### config.mk
export PLATFORM = sky130hd
export DESIGN_NAME = sc_reg_multimode
export DESIGN_NICKNAME = d
export VERILOG_FILES = /design/src/rtl/sc_reg_multimode.sv
export SDC_FILE = /design/constraint.sdc
export NUM_CORES = 1
export LEC_CHECK = 0
export ABC_CLOCK_PERIOD_IN_PS = 2900
export BUFFER_PORTS_ARGS = -buffer_cell sky130_fd_sc_hd__buf_2
export CAP_MARGIN = 30
export CORE_MARGIN = 2
export CORE_UTILIZATION = 35
export DETAILED_ROUTE_END_ITERATION = 10
export GPL_TIMING_DRIVEN = 0
export PLACE_DENSITY_LB_ADDON = 0.15
export SLEW_MARGIN = 20
export SYNTH_ARGS = -nofsm -noshare
export SYNTH_HDL_FRONTEND = slang
export SYNTH_SLANG_ARGS = --single-unit
### constraint.sdc
create_clock -name SC_RegGENERAL_CLOCK_50 -period 2.9 [get_ports SC_RegGENERAL_CLOCK_50]
set_input_delay 0.29 -clock SC_RegGENERAL_CLOCK_50 [delete_from_list [all_inputs] [get_ports SC_RegGENERAL_CLOCK_50]]
set_output_delay 0.29 -clock SC_RegGENERAL_CLOCK_50 [all_outputs]
set_load 0.05 [all_outputs]
### src/rtl/sc_reg_multimode.sv
// rtl/sc_reg_multimode.sv - multi-mode general register: load, shift, rotate, inc/dec, clear
// Define SC_REGMULTI_FLAGS_EN to build the registered Z/N/C/V flags; otherwise they read 0.
module sc_reg_multimode #(
  parameter int                       DATAWIDTH_BUS = 32,
  parameter logic [DATAWIDTH_BUS-1:0] RESET_VALUE   = '0
) (
  input  logic                     SC_RegGENERAL_CLOCK_50,
  input  logic                     SC_RegGENERAL_Reset_InHigh,
  input  logic                     SC_RegMULTI_Clear_InHigh,
  input  logic                     SC_RegMULTI_Enable_InHigh,
  input  logic [2:0]               SC_RegMULTI_Mode_In,
  input  logic                     SC_RegMULTI_SerialIn,
  input  logic [DATAWIDTH_BUS-1:0] SC_RegMULTI_DataBUS_In,
  output logic [DATAWIDTH_BUS-1:0] SC_RegMULTI_DataBUS_Out,
  output logic                     SC_RegMULTI_SerialOut,
  output logic                     SC_RegMULTI_Zero_Out,
  output logic                     SC_RegMULTI_Negative_Out,
  output logic                     SC_RegMULTI_Carry_Out,
  output logic                     SC_RegMULTI_Overflow_Out
);

  localparam int W = DATAWIDTH_BUS;

  localparam logic [2:0] MODE_HOLD = 3'b000;
  localparam logic [2:0] MODE_LOAD = 3'b001;
  localparam logic [2:0] MODE_SHL  = 3'b010;
  localparam logic [2:0] MODE_SHR  = 3'b011;
  localparam logic [2:0] MODE_ROL  = 3'b100;
  localparam logic [2:0] MODE_ROR  = 3'b101;
  localparam logic [2:0] MODE_INC  = 3'b110;
  localparam logic [2:0] MODE_DEC  = 3'b111;

  localparam logic [W-1:0] ONE = {{(W-1){1'b0}}, 1'b1};

  logic [W-1:0] r_data;
  logic [W-1:0] w_next;

  always_comb begin
    w_next = r_data;
    case (SC_RegMULTI_Mode_In)
      MODE_HOLD: w_next = r_data;
      MODE_LOAD: w_next = SC_RegMULTI_DataBUS_In;
      MODE_SHL:  w_next = {r_data[W-2:0], SC_RegMULTI_SerialIn};
      MODE_SHR:  w_next = {SC_RegMULTI_SerialIn, r_data[W-1:1]};
      MODE_ROL:  w_next = {r_data[W-2:0], r_data[W-1]};
      MODE_ROR:  w_next = {r_data[0], r_data[W-1:1]};
      MODE_INC:  w_next = r_data + ONE;
      MODE_DEC:  w_next = r_data - ONE;
      default:   w_next = r_data;
    endcase
  end

  // Clear outranks enable, so it acts even while the register is otherwise held.
  always_ff @(posedge SC_RegGENERAL_CLOCK_50 or posedge SC_RegGENERAL_Reset_InHigh) begin
    if (SC_RegGENERAL_Reset_InHigh) begin
      r_data <= RESET_VALUE;
    end else if (SC_RegMULTI_Clear_InHigh) begin
      r_data <= RESET_VALUE;
    end else if (SC_RegMULTI_Enable_InHigh) begin
      r_data <= w_next;
    end
  end

  assign SC_RegMULTI_DataBUS_Out = r_data;
  assign SC_RegMULTI_SerialOut   = r_data[W-1];

`ifdef SC_REGMULTI_FLAGS_EN
  localparam logic [W-1:0] MAX_POS = {1'b0, {(W-1){1'b1}}};
  localparam logic [W-1:0] MIN_NEG = {1'b1, {(W-1){1'b0}}};

  logic r_zero;
  logic r_negative;
  logic r_carry;
  logic r_overflow;
  logic w_carry;
  logic w_overflow;
  logic w_flag_update;

  always_comb begin
    w_carry    = 1'b0;
    w_overflow = 1'b0;
    case (SC_RegMULTI_Mode_In)
      MODE_SHL, MODE_ROL: w_carry = r_data[W-1];
      MODE_SHR, MODE_ROR: w_carry = r_data[0];
      MODE_INC: begin
        w_carry    = &r_data;
        w_overflow = (r_data == MAX_POS);
      end
      MODE_DEC: begin
        w_carry    = (r_data == '0);
        w_overflow = (r_data == MIN_NEG);
      end
      default: begin
        w_carry    = 1'b0;
        w_overflow = 1'b0;
      end
    endcase
  end

  // Hold mode leaves the flags alone just like a deasserted enable.
  assign w_flag_update = SC_RegMULTI_Enable_InHigh && (SC_RegMULTI_Mode_In != MODE_HOLD);

  always_ff @(posedge SC_RegGENERAL_CLOCK_50 or posedge SC_RegGENERAL_Reset_InHigh) begin
    if (SC_RegGENERAL_Reset_InHigh) begin
      r_zero     <= (RESET_VALUE == '0);
      r_negative <= RESET_VALUE[W-1];
      r_carry    <= 1'b0;
      r_overflow <= 1'b0;
    end else if (SC_RegMULTI_Clear_InHigh) begin
      r_zero     <= (RESET_VALUE == '0);
      r_negative <= RESET_VALUE[W-1];
      r_carry    <= 1'b0;
      r_overflow <= 1'b0;
    end else if (w_flag_update) begin
      r_zero     <= (w_next == '0);
      r_negative <= w_next[W-1];
      r_carry    <= w_carry;
      r_overflow <= w_overflow;
    end
  end

  assign SC_RegMULTI_Zero_Out     = r_zero;
  assign SC_RegMULTI_Negative_Out = r_negative;
  assign SC_RegMULTI_Carry_Out    = r_carry;
  assign SC_RegMULTI_Overflow_Out = r_overflow;
`else
  assign SC_RegMULTI_Zero_Out     = 1'b0;
  assign SC_RegMULTI_Negative_Out = 1'b0;
  assign SC_RegMULTI_Carry_Out    = 1'b0;
  assign SC_RegMULTI_Overflow_Out = 1'b0;
`endif

endmodule

Word level (Yosys, flattened, before mapping)
Index checks and enable logic that the tools add are counted.
{"block": "word_totals", "regBits": 32, "latchBits": 0, "ramBits": 0, "rom_bits": 0, "inputBits": 40, "output_inout_bits": 37, "elab_cells": 17, "n_memories": 0}
{"block": "op_classes", "addsub": 2, "mul": 0, "div_mod_pow": 0, "order_cmp": 0, "n_eq_ne": 8, "shifts": 0, "muxes": 3, "n_bitwise": 0, "n_reduce_logical": 3}
{"op": "$pmux 32 s7", "count": 1}
{"op": "$mux 32", "count": 2}
{"op": "$add 32x1->32 const B", "count": 1}
{"op": "$sub 32x1->32 const B", "count": 1}
{"op": "$eq 3x3->1 const B", "count": 4}
{"op": "$eq 3x2->1 const B", "count": 2}
{"op": "$eq 3x1->1 const B", "count": 1}
{"op": "$logic_not 3->1", "count": 1}
{"op": "$ne 2x2->1 const B", "count": 1}
{"op": "$reduce_and 2->1", "count": 1}
{"op": "$reduce_bool 2->1", "count": 1}

Depth between registers and ports, before layout
Gate-level depths: netlist of the first run.
{"block": "depth", "depth_word": 4, "ltp_mapped": 13, "ltp_nobuf": 9}

Worst setup path before layout of the first run
OpenSTA, ideal clock, no wires.
{"block": "synth_path", "path_type": "input -> register", "startpoint": "input SC_RegMULTI_Mode_In[2]", "endpoint": "register r_data[28], in the netlist SC_RegMULTI_DataBUS_Out[28]", "setup_ns": 0.128, "arrival_time_ns": 3.171, "required_ns": 2.772, "path_slack_ns": -0.399, "path_stages": 13, "path_buffers": 4, "path_cell_list": "buf_2 > nand3_2 > buf_2 > buf_1 > xnor2_1 > ha_1 > and4_1 > a41oi_1 > or2_1 > buf_2 > or4_1 > a31oi_1 > mux2_1"}
{"block": "synth_between", "elab_chain_cells": 4, "elab_cells_between_ends": 13, "cone_classes": "eq/ne (8); mux (3); reduce/logical (2)"}
{"item": "start: declaration", "line": "11", "source": "input logic [2:0] SC_RegMULTI_Mode_In,"}
{"item": "$eq 3x3->1, or another cell as far along", "line": "40", "source": "case (SC_RegMULTI_Mode_In)"}
{"item": "$pmux 32 s7", "line": "40"}
{"item": "$mux 32", "line": "59", "source": "end else if (SC_RegMULTI_Enable_InHigh) begin"}
{"item": "$mux 32", "line": "57", "source": "end else if (SC_RegMULTI_Clear_InHigh) begin"}
{"item": "end signal: assignment", "line": "60", "source": "r_data <= w_next;"}
{"item": "end: declaration", "line": "35", "source": "logic [W-1:0] r_data;"}
Several ways; a longest one is shown, not always the timed one. The select of a mux whose other input is x is not followed.
A chain may end at the register's enable or synchronous reset.

Final worst setup path of the first run
{"block": "layout_path", "startpoint": "input SC_RegMULTI_Mode_In[1]", "endpoint": "register r_data[28], in the netlist SC_RegMULTI_DataBUS_Out[28]"}
The elaborated chain is that of the path after synthesis.

==> reports/metrics.csv, run 1 <==
stage,metric,value,unit
outcome,status,"finished, final reports clean",
logic_synthesis,synth-main-ff-cell,dfrtp_1,
logic_synthesis,synth_edf_count,0,
sta,slew_viol_final,0,
grt,grt_pass1_wl,30.5,mm
grt,grt_usage,0.310,
floorplan,core,11900,um^2
logic_synthesis,syn_avg_cell_area,7.20,um^2
detailed_routing,via_per_inst,6.55,
worst_setup_path,max_stage_delay,0.55,ns
worst_setup_path,startpoint_type,primary input,
pwr,power.share.clock,0.279,
worst_setup_path,r2r-end,SC_RegMULTI_DataBUS_Out[28],
sta,tightest_slew,0.980,ns
sta,fmax,0.348,GHz
detailed_routing,drt_pass1_iterations,6,
pwr,seq_power_share,0.259,
logic_synthesis,yosys_warnings,0,
logic_synthesis,yosys-top-cells-area,"dfrtp_1 19%, nor2_1 5.6%, mux2i_1 5.0%, clkbuf_1 3.7%, a21oi_1 3.7%",
floorplan,ios,77,
worst_setup_path,end_kind,flop,
worst_setup_path,worst_path_max_delay_cell,or4_4,
logic_synthesis,ys_seq_area_frac,0.189,
sta,skew,0.00755,ns
final_layout,drive_gt1_frac,0.233,
sta,rsz0062_at_grt,no,
worst_setup_path,critPathArrivalTime,3.06,ns
floorplan,start_util,0.355,
logic_synthesis,synth_most_common_cell,nor2_1,
logic_synthesis,synth.top_cell.area_share,0.189,
worst_setup_path,worstSetupPathType,primary input to flop,
cts,cts.path.max_buffers,2,
logic_synthesis,synth.cell_area,4230,um^2
pwr,vdd_ir_drop_max,0.188,mV
grt,antenna_found_initial,0,
worst_setup_path,cp_max_fo,10,
floorplan,dieArea,13000,um^2
final_layout,diodes,0,
final_layout,fillerInstances,1294,
hold_path,hold_class,primary input to flop,
placed_design,gp_congestion,0.939,
pwr,internal_power,1.13,mW
grt,grt_max_degree,20,
final_layout,final_core_util,0.436,
worst_setup_path,reg2regPathDepth,8,
worst_setup_path,crit_chain,buf_2 > nand3_4 > buf_12 > buf_8 > xnor2_2 > ha_2 > and4_4 > a41oi_4 > or2_1 > buf_6 > or4_4 > a31oi_4 > mux2_4,
cts,worstSkewPairLatency,0.30,ns
cts,clock_sinks,32,
detailed_routing,drc_errors,0,
final_layout,area_growth,22.9,%
detailed_routing,routedWlPerCell,24.2,um
grt,grt_overflow_total,0,
logic_synthesis,ys_ff_latch,32,
pwr,p_leak,2.19,nW
final_layout,fin_nets,725,
floorplan,die_w,114,um
sta,relSlewSlack,0.342,
job,cap_violations,0,
detailed_routing,ant_nets,0,
floorplan,fp.dieH,114,um
sta,min_period,2.88,ns
cts,clk_pin_slew,0.06,ns
logic_synthesis,syn_inst,587,
final_layout,fin_area,5190,um^2
cts,htree_levels,2,
grt,grt_pass1_vias,5053,
sta,hold_viol,0,
detailed_routing,drt-total-wl,20.1,mm
cts,cts_root_buf,clkbuf_16,
sta,tns,0,ns
pwr,combPwrFrac,0.462,
logic_synthesis,synth_top_cell_by_area,dfrtp_1,
detailed_routing,num_vias,5433,
floorplan,row_count,40,
hold_path,min_from,SC_RegMULTI_DataBUS_In[6],
cts,cts_tree,done,
final_layout,largest_register_ffs,32,
sta,final-setup-viol-count,0,
pwr,swShare,0.448,
placed_design,portBuffers,69,
placed_design,dp.final_hpwl,14.5,mm
sta,finalCritPeriodShare,0.992,
worst_setup_path,required,3.08,ns
logic_synthesis,synth_common_cells,"63 x nor2_1, 42 x clkbuf_1, 34 x nand2_1, 32 x dfrtp_1, 31 x a21oi_1",
hold_path,holdPathEnd,SC_RegMULTI_DataBUS_Out[6],
pwr,p_switching,0.920,mW
logic_synthesis,yosysUniqueCellTypes,80,
worst_setup_path,r2r_start,SC_RegMULTI_DataBUS_Out[0],
sta,worst_hold_slack,0.398,ns
pwr,p_per_area,395,nW/um^2
placed_design,place_area,4860,um^2
hold_path,whs_path_depth,4,
worst_setup_path,r2r_setup_slack,0.05,ns
detailed_routing,drt_iter0_markers,487,
logic_synthesis,async_reset_ff_frac,1.00,
cts,numCtsBuffers,5,
==> cell families (layout without fill, tap and decap cells) <==
| family | after synthesis | after routing | share of synthesized area |
|---|---|---|---|
| simple gates | 244 | 244 | 0.308 |
| flops | 32 | 32 | 0.189 |
| other cells | 1 | 4 | 0.000887 |
| fa+ha+maj | 3 | 3 | 0.00888 |
| xor+xnor | 8 | 8 | 0.0166 |
| compound gates | 181 | 181 | 0.303 |
| buf+inv | 83 | 176 | 0.0867 |
| mux | 35 | 35 | 0.0870 |
==> placed cells by master, fill, tap and decap left out, types with 4 or more instances in the layout <==
cell        n
buf_2      76
clkbuf_16   5
buf_4      21
xnor2_1     6
or3_1      10
a31o_2      6
o211ai_1   10
nor2_1     63
and3_1      9
a211oi_1   13
dfrtp_1    31
conb_1      4
buf_6       4
a21o_1      4
o221ai_1    4
nand4_1     8
inv_1       9
and2_1      7
nand2_1    34
or4_1      10
nor4b_1     4
o22ai_1    15
buf_1       8
a21oi_1    31
o31ai_1     5
a311oi_1    5
or2_2       4
nand2b_1    6
o21ai_0    27
a211o_1     4
a31oi_1    10
mux2_2     12
clkbuf_1   43
nor3_1     27
nor2b_1     4
nand3_1    23
mux2i_1    21
nor4_1     16
o21a_1      6
==> area by class of cell <==
class	count	area, um^2	share of cell area
multi-input cells	475	3150	0.607
repair buffers	86	493	0.0949
clock buffers	8	146	0.0282
inverters	11	41.3	0.00795
plain buffers	71	374	0.0720
flip-flops and latches	32	802	0.154
well taps	147	184	0.0354
==> routing by layer <==
| layer | track usage | up-vias | share of wire |
|---|---|---|---|
| li1 | - | 2436 | - |
| met1 | 0.426 | 2599 | 0.42 |
| met2 | 0.497 | 334 | 0.45 |
| met3 | 0.0409 | 64 | 0.087 |
| met4 | 0.117 | 0 | 0.036 |
| met5 | 0 | - | 0 |
==> repair_timing <==
| action | in CTS | in global routing |
|---|---|---|
| resized for setup | 8 | 11 |
| pin swaps | 3 | 3 |
| buffers inserted | 4 | 11 |
| endpoints found under the hold margin | 12 | 0 |
| hold buffers | 1 | 0 |
| endpoints found under the setup margin | 15 | 8 |
==> worst max path at each step <==
stage / from / to / slack, ns / cells past startpoint
2_1_floorplan: SC_RegMULTI_DataBUS_Out[1] / SC_RegMULTI_DataBUS_Out[28] / 0.0006 / 10
3_3_place_gp: SC_RegMULTI_Mode_In[1] / SC_RegMULTI_DataBUS_Out[22] / -0.54 / 12
3_5_place_dp: SC_RegMULTI_Mode_In[1] / SC_RegMULTI_DataBUS_Out[22] / -0.57 / 12
4_1_cts: SC_RegMULTI_Mode_In[1] / SC_RegMULTI_DataBUS_Out[28] / -0.03 / 13
5_1_grt: SC_RegMULTI_Mode_In[1] / SC_RegMULTI_DataBUS_Out[28] / 0.004 / 13
6_report: SC_RegMULTI_Mode_In[1] / SC_RegMULTI_DataBUS_Out[28] / 0.02 / 13
==> power by group through the flow <==
stage               Sequential [mW]  Clock [mW]  Combinational, mW
detailed placement            0.537           0              0.905
floorplan                     0.648           0              0.518
finish                        0.532       0.572              0.949
CTS                           0.532       0.589              0.915
global route                  0.537       0.597               1.01
global placement              0.536           0              0.901
==> worst max-delay path: cells and delay by family <==
kind            cells  cell delay, ns
mux                 1            0.32
compound gates      2            0.36
fa+ha+maj           1            0.20
simple gates        4            1.18
xor+xnor            1            0.12
buf+inv             4            0.59
==> per-stage QoR <==
stage / worst slack [ns] / power [mW] / cells
after floorplan: 0.000561 / 1.17 / 590
after global placement: -0.536 / 1.44 / 806
after detailed placement: -0.572 / 1.44 / 807
after CTS: -0.0291 / 2.04 / 819
after global routing: 0.00386 / 2.14 / 830
final: 0.0240 / 2.05 / 830
No activity file was read; power rests on OpenSTA's default activity.
==> run 2: changes to the inputs <==
--- a/config.mk
+++ b/config.mk
@@ -10,10 +10,12 @@
 export CAP_MARGIN = 30
 export CORE_MARGIN = 2
 export CORE_UTILIZATION = 35
+export CTS_BUF_LIST = sky130_fd_sc_hd__clkbuf_4 sky130_fd_sc_hd__clkbuf_8
 export DETAILED_ROUTE_END_ITERATION = 10
 export GPL_TIMING_DRIVEN = 0
 export PLACE_DENSITY_LB_ADDON = 0.15
-export SLEW_MARGIN = 20
+export SETUP_SLACK_MARGIN = 0.3
+export SLEW_MARGIN = 30
 export SYNTH_ARGS = -nofsm -noshare
 export SYNTH_HDL_FRONTEND = slang
 export SYNTH_SLANG_ARGS = --single-unit
==> run 2 against run 1 <==
Effect of this change:
- first-iteration DRC count is 1.4% higher
- final area grew 0.39%
- fmax up 7.8%
- utilization increased by 0.17 points
- global-route usage decreased by 1.2 points
- die area stayed put
- sequential cell count did not move
- clock skew is 0.00062 ns higher
- worst setup slack improved by 0.21 ns
- critical path depth down 6
- clock power down 10%
- highest routed layer unchanged
==> reports/metrics.csv, run 2 (same netlist as run 1, synthesis figures left out) <==
stage,metric,value,unit,change
final_layout,regArea,803,um^2,+0.16%
grt,grt_max_degree,33,,+65%
grt,top_usage_layer,met2,,
pwr,total_power,2.00,mW,-2.5%
floorplan,dieArea,13000,um^2,unchanged
final_layout,final_cell_mix,"76 x buf_2, 63 x nor2_1, 37 x clkbuf_1, 34 x nand2_1, 31 x a21oi_1",,
worst_setup_path,r2r-end,SC_RegMULTI_DataBUS_Out[28],,
final_layout,fin_nets,722,,-0.41%
worst_setup_path,cp_max_fo,5,,-5
sta,finalCritPeriodShare,0.920,,-0.0720
pwr,vdd_ir_drop_max,0.192,mV,+2.4%
worst_setup_path,critPathArrivalTime,2.87,ns,-0.19 ns
detailed_routing,ant_nets,0,,unchanged
detailed_routing,drt_pass1_iterations,5,,-1
cts,cts_tree,done,,
cts,clock_sinks,32,,unchanged
hold_path,hold_class,primary input to asynchronous set/reset pin,,
cts,cts.path.max_buffers,2,,unchanged
sta,tightest_slew,0.947,ns,-0.0331 ns
worst_setup_path,r2r_setup_slack,0.23,ns,+0.18 ns
worst_setup_path,startpoint_type,flop,,
final_layout,diodes,0,,unchanged
placed_design,portBuffers,69,,unchanged
worst_setup_path,end_kind,flop,,
detailed_routing,num_vias,5354,,-1.5%
cts,htree_levels,2,,unchanged
sta,relSlewSlack,0.364,,+0.0223
sta,hold_viol,0,,unchanged
worst_setup_path,worstSetupPathType,flop to flop,,
sta,skew,0.00817,ns,+0.000617 ns
cts,cts_root_buf,clkbuf_8,,
final_layout,largest_register_ffs,32,,unchanged
detailed_routing,routedWlPerCell,23.3,um,-3.6%
placed_design,dp.final_hpwl,13.8,mm,-4.8%
floorplan,die_w,114,um,unchanged
detailed_routing,drt-total-wl,19.3,mm,-4.0%
floorplan,fp.dieH,114,um,unchanged
detailed_routing,drt_iter0_markers,494,,+1.4%
cts,worstSkewPairLatency,0.32,ns,+0.02 ns
pwr,p_per_area,384,nW/um^2,-2.9%
final_layout,layout_commonest_cell,buf_2,,
grt,grtUsageMet3,0.0542,,+0.0133
grt,grt_overflow_total,0,,unchanged
grt,grt_use_met1,0.398,,-0.0278
detailed_routing,via_per_inst,6.47,,-1.1%
floorplan,start_util,0.355,,unchanged
final_layout,drive_gt1_frac,0.260,,+0.0275
outcome,status,"finished, final reports clean",,
cts,numCtsBuffers,5,,unchanged
sta,min_period,2.67,ns,-0.209 ns
sta,rsz0062_at_grt,yes,,
placed_design,gp_congestion,0.957,,+1.8%
floorplan,ios,77,,unchanged
final_layout,area_growth,23.3,%,
sta,final-setup-viol-count,0,,unchanged
grt,grt_pass1_vias,5090,,+0.73%
final_layout,final_cells,827,,-0.36%
worst_setup_path,r2r_start,SC_RegMULTI_DataBUS_Out[2],,
sta,fmax,0.375,GHz,+7.8%
final_layout,fillerInstances,1250,,-3.4%
detailed_routing,drc_errors,0,,unchanged
grt,use_met2,0.481,,-0.0164
worst_setup_path,required,3.11,ns,+0.03 ns
grt,grt_pass1_wl,29.6,mm,-2.9%
worst_setup_path,reg2regPathDepth,7,,-1
job,cap_violations,0,,unchanged
sta,slew_viol_final,0,,unchanged
pwr,p_leak,2.18,nW,-0.27%
floorplan,core,11900,um^2,unchanged
placed_design,dp.cells,806,,-0.12%
cts,clk_pin_slew,0.08,ns,+0.02 ns
grt,antenna_found_initial,0,,unchanged
floorplan,row_count,40,,unchanged
final_layout,multiInputGateArea,3210,um^2,+1.8%
grt,grt_usage,0.298,,-0.0124
## run 2: where the power goes
part	internal (mW)	switching [mW]	leakage, nW
clock	0.304	0.211	0.0645
sequential	0.481	0.0494	0.422
combinational	0.312	0.644	1.69
## run 2: repair_timing
item,4_1_cts,5_1_grt
buffers inserted,10,3
setup endpoints to repair,20,21
gates resized for setup,14,35
pin swaps,6,7
hold buffers,0,0
## run 2: critical path, cell delays in order (launching register included)
cell      delay, ns
dfrtp_1        0.45
or4_1          0.67
nor4_2         0.45
or2_1          0.18
buf_6          0.11
o211ai_1       0.13
a31oi_4        0.25
mux2_4         0.31
## run 2: routing by layer
metal	vias to the layer above	share of wire	wire [um]
li1	2421	-	-
met1	2594	0.42	8040
met2	285	0.46	8870
met3	54	0.088	1690
met4	0	0.035	680
met5	-	0	0
## run 2: final cells by class
class / instances / area share
Buffer: 72 / 0.0766
Clock buffer: 7 / 0.0185
Clock inverter: 1 / 0.00576
Inverter: 11 / 0.00840
Multi-Input combinational cell: 475 / 0.616
Sequential cell: 32 / 0.154
Tap cell: 147 / 0.0353
Timing Repair Buffer: 82 / 0.0857
## run 2: how the worst max path moves through the flow
| stage | from | end | slack, ns | depth (start not counted) |
|---|---|---|---|---|
| 2_1_floorplan | SC_RegMULTI_Mode_In[2] | SC_RegMULTI_DataBUS_Out[28] | 0.14 | 13 |
| 3_3_place_gp | SC_RegMULTI_Mode_In[1] | SC_RegMULTI_DataBUS_Out[22] | -0.42 | 12 |
| 3_5_place_dp | SC_RegMULTI_Mode_In[1] | SC_RegMULTI_DataBUS_Out[22] | -0.41 | 12 |
| 4_1_cts | SC_RegMULTI_DataBUS_Out[1] | SC_RegMULTI_DataBUS_Out[28] | 0.20 | 10 |
| 5_1_grt | SC_RegMULTI_DataBUS_Out[4] | SC_RegMULTI_DataBUS_Out[20] | 0.17 | 9 |
| 6_report | SC_RegMULTI_DataBUS_Out[2] | SC_RegMULTI_DataBUS_Out[28] | 0.23 | 7 |
## run 2: per-stage QoR
step / setup WS, ns / TNS (ns) / hold slack (ns) / area, um^2 / util
6_report: 0.233 / 0 / 0.0941 / 5210 / 0.438
5_1_grt: 0.171 / 0 / 0.172 / 5210 / 0.438
4_1_cts: 0.200 / 0 / 0.129 / 5100 / 0.428
3_5_place_dp: -0.412 / -5.64 / 0.483 / 4840 / 0.406
3_3_place_gp: -0.420 / -5.55 / 0.685 / 4840 / 0.406
2_1_floorplan: 0.145 / 0 / 0.406 / 4310 / -
==> run 3: changes to the inputs <==
--- a/config.mk
+++ b/config.mk
@@ -13,6 +13,7 @@
 export CTS_BUF_LIST = sky130_fd_sc_hd__clkbuf_4 sky130_fd_sc_hd__clkbuf_8
 export DETAILED_ROUTE_END_ITERATION = 10
 export GPL_TIMING_DRIVEN = 0
+export MAX_ROUTING_LAYER = met4
 export PLACE_DENSITY_LB_ADDON = 0.15
 export SETUP_SLACK_MARGIN = 0.3
 export SLEW_MARGIN = 30
==> run 3 against run 2 <==
Effect of this change:
- final area is 1.5% higher
- critical path depth is 6 higher
- sequential cell count stayed put
- largest cell class unchanged
- highest routed layer unchanged
==> reports/metrics.csv, run 3 (same netlist as run 1, synthesis figures left out) <==
stage,metric,value,unit,change
outcome,status,"finished, final reports clean",,
final_layout,drive_gt1_frac,0.277,,+0.0164
grt,grt_usage,0.318,,+0.0208
cts,clk_pin_slew,0.07,ns,about the same
grt,grt_pass1_wl,30.6,mm,+3.4%
detailed_routing,via_per_inst,6.42,,-0.85%
worst_setup_path,end_kind,flop,,
final_layout,fin_nets,725,,+0.42%
sta,skew,0.00302,ns,-0.00514 ns
pwr,seq_power_share,0.275,,+0.010
placed_design,post-place-ws,-0.485,ns,-0.0737 ns
sta,final-setup-viol-count,0,,unchanged
floorplan,dieArea,13000,um^2,unchanged
pwr,p_per_area,365,nW/um^2,-4.9%
cts,worstSkewPairLatency,0.32,ns,about the same
floorplan,start_util,0.355,,unchanged
cts,clock_sinks,32,,unchanged
final_layout,area_growth,25.1,%,
floorplan,core,11900,um^2,unchanged
final_layout,largest_register_ffs,32,,unchanged
sta,tightest_slew,0.959,ns,+0.0117 ns
sta,fmax,0.371,GHz,-1.1%
cts,numCtsBuffers,5,,unchanged
detailed_routing,ant_nets,0,,unchanged
worst_setup_path,startpoint_type,primary input,,
worst_setup_path,worstSetupPathType,primary input to flop,,
final_layout,layout_commonest_cell,buf_2,,
grt,grt_max_degree,21,,-36%
job,cap_violations,0,,unchanged
pwr,power.share.clock,0.215,,-0.042
sta,rsz0062_at_grt,yes,,
sta,slew_viol_final,0,,unchanged
worst_setup_path,required,3.10,ns,about the same
pwr,vdd_ir_drop_max,0.184,mV,-4.5%
placed_design,gp_congestion,0.970,,+1.4%
grt,grt_pass1_vias,5158,,+1.3%
pwr,p_switching,0.909,mW,+0.63%
floorplan,ios,77,,unchanged
sta,min_period,2.70,ns,+0.0292 ns
detailed_routing,drc_errors,0,,unchanged
placed_design,portBuffers,69,,unchanged
detailed_routing,drt-total-wl,19.7,mm,+2.3%
floorplan,fp.dieH,114,um,unchanged
hold_path,hold_class,primary input to flop,,
detailed_routing,routedWlPerCell,23.8,um,+2.0%
pwr,p_leak,2.22,nW,+1.8%
cts,cts.path.max_buffers,2,,unchanged
cts,htree_levels,2,,unchanged
placed_design,dp.cells,807,,+0.12%
sta,setup_ws,0.204,ns,-0.0292 ns
grt,antenna_found_initial,0,,unchanged
sta,relSlewSlack,0.361,,-0.00328
pwr,combPwrFrac,0.510,,+0.032
final_layout,final_cells,830,,+0.36%
detailed_routing,drt_pass1_iterations,5,,unchanged
sta,hold_viol,0,,unchanged
pwr,internal_power,1.02,mW,-6.8%
detailed_routing,num_vias,5328,,-0.49%
final_layout,fin_area,5290,um^2,+1.5%
placed_design,dp.final_hpwl,14.4,mm,+4.2%
final_layout,diodes,0,,unchanged
sta,finalCritPeriodShare,0.930,,+0.0101
cts,cts_tree,done,,
grt,grt_overflow_total,0,,unchanged
final_layout,fillerInstances,1305,,+4.4%
floorplan,row_count,40,,unchanged
floorplan,die_w,114,um,unchanged
worst_setup_path,cp_max_fo,10,,+5
detailed_routing,drt_iter0_markers,499,,+1.0%
worst_setup_path,critPathArrivalTime,2.90,ns,+0.03 ns
pwr,swShare,0.471,,+0.0191
placed_design,place_area,4860,um^2,+0.57%
cts,cts_root_buf,clkbuf_8,,
final_layout,final_cell_mix,"76 x buf_2, 63 x nor2_1, 35 x clkbuf_1, 34 x nand2_1, 31 x a21oi_1",,
pwr,total_power,1.93,mW,-3.5%
[run 3: cell count changes in the layout (fill, tap and decap cells not counted), sizes merged]
cell | before | now
buf | 111 | 113
bufinv | 1 | 0
clkbuf | 50 | 51
dlygate4sd3 | 0 | 1
[run 3: power groups by stage]
stage	Sequential (mW)	Combinational (mW)	Clock, mW
2_1_floorplan	0.648	0.519	0
6_report	0.531	0.984	0.416
3_5_place_dp	0.536	0.904	0
4_1_cts	0.527	0.934	0.436
5_1_grt	0.537	1.05	0.455
3_3_place_gp	0.536	0.899	0
[run 3: metal layers]
layer	up-vias	wire (um)	global-route usage
met5	-	0	-
met4	0	401	0.106
met3	28	1490	0.0505
met2	250	9290	0.495
met1	2620	8560	0.424
li1	2430	-	-
[run 3: final cells by class]
cell class	count	area, um^2	area share
clock buffers	8	97.6	0.0185
multi-input cells	475	3270	0.619
repair buffers	85	488	0.0923
well taps	147	184	0.0348
plain buffers	72	398	0.0752
inverters	11	43.8	0.00828
flip-flops and latches	32	803	0.152
[run 3: repair_timing]
action / in CTS / in global routing
hold endpoints to repair: 12 / 0
hold buffers: 1 / 0
resized for setup: 19 / 41
endpoints found under the setup margin: 20 / 24
gates cloned: 0 / 0
setup buffers: 9 / 5
pin swaps: 6 / 8
[run 3: through the flow]
| stage | TNS, ns | utilization | hold WS (ns) |
|---|---|---|---|
| after floorplan | 0 | - | 0.406 |
| after global placement | -8.14 | 0.406 | 0.680 |
| after detailed placement | -7.10 | 0.408 | 0.290 |
| after CTS | 0 | 0.431 | 0.364 |
| after global routing | 0 | 0.444 | 0.370 |
| final | 0 | 0.444 | 0.374 |
[run 3: worst max-delay path: stages]
cell and delay (ns):
buf_2 0.13, nand3_4 0.12, buf_12 0.17, buf_8 0.15, xnor2_2 0.14, ha_2 0.21, and4_4 0.26, a41oi_4 0.11
or2_1 0.24, buf_6 0.13, or4_4 0.42, a31oi_4 0.21, mux2_4 0.32
[run 3: final timing paths]
| check | from | to | slack [ns] | cells after the start |
|---|---|---|---|---|
| min reg2reg | SC_RegMULTI_DataBUS_Out[18] | SC_RegMULTI_DataBUS_Out[18] | 0.71 | 2 |
| min | SC_RegMULTI_DataBUS_In[13] | SC_RegMULTI_DataBUS_Out[13] | 0.37 | 3 |
| max reg2reg | SC_RegMULTI_DataBUS_Out[1] | SC_RegMULTI_DataBUS_Out[28] | 0.24 | 10 |
| min in group asynchronous | SC_RegGENERAL_Reset_InHigh | SC_RegMULTI_DataBUS_Out[10] | 0.49 | 3 |
| max | SC_RegMULTI_Mode_In[1] | SC_RegMULTI_DataBUS_Out[28] | 0.20 | 13 |
| max in group asynchronous | SC_RegGENERAL_Reset_InHigh | SC_RegMULTI_DataBUS_Out[27] | 1.98 | 4 |
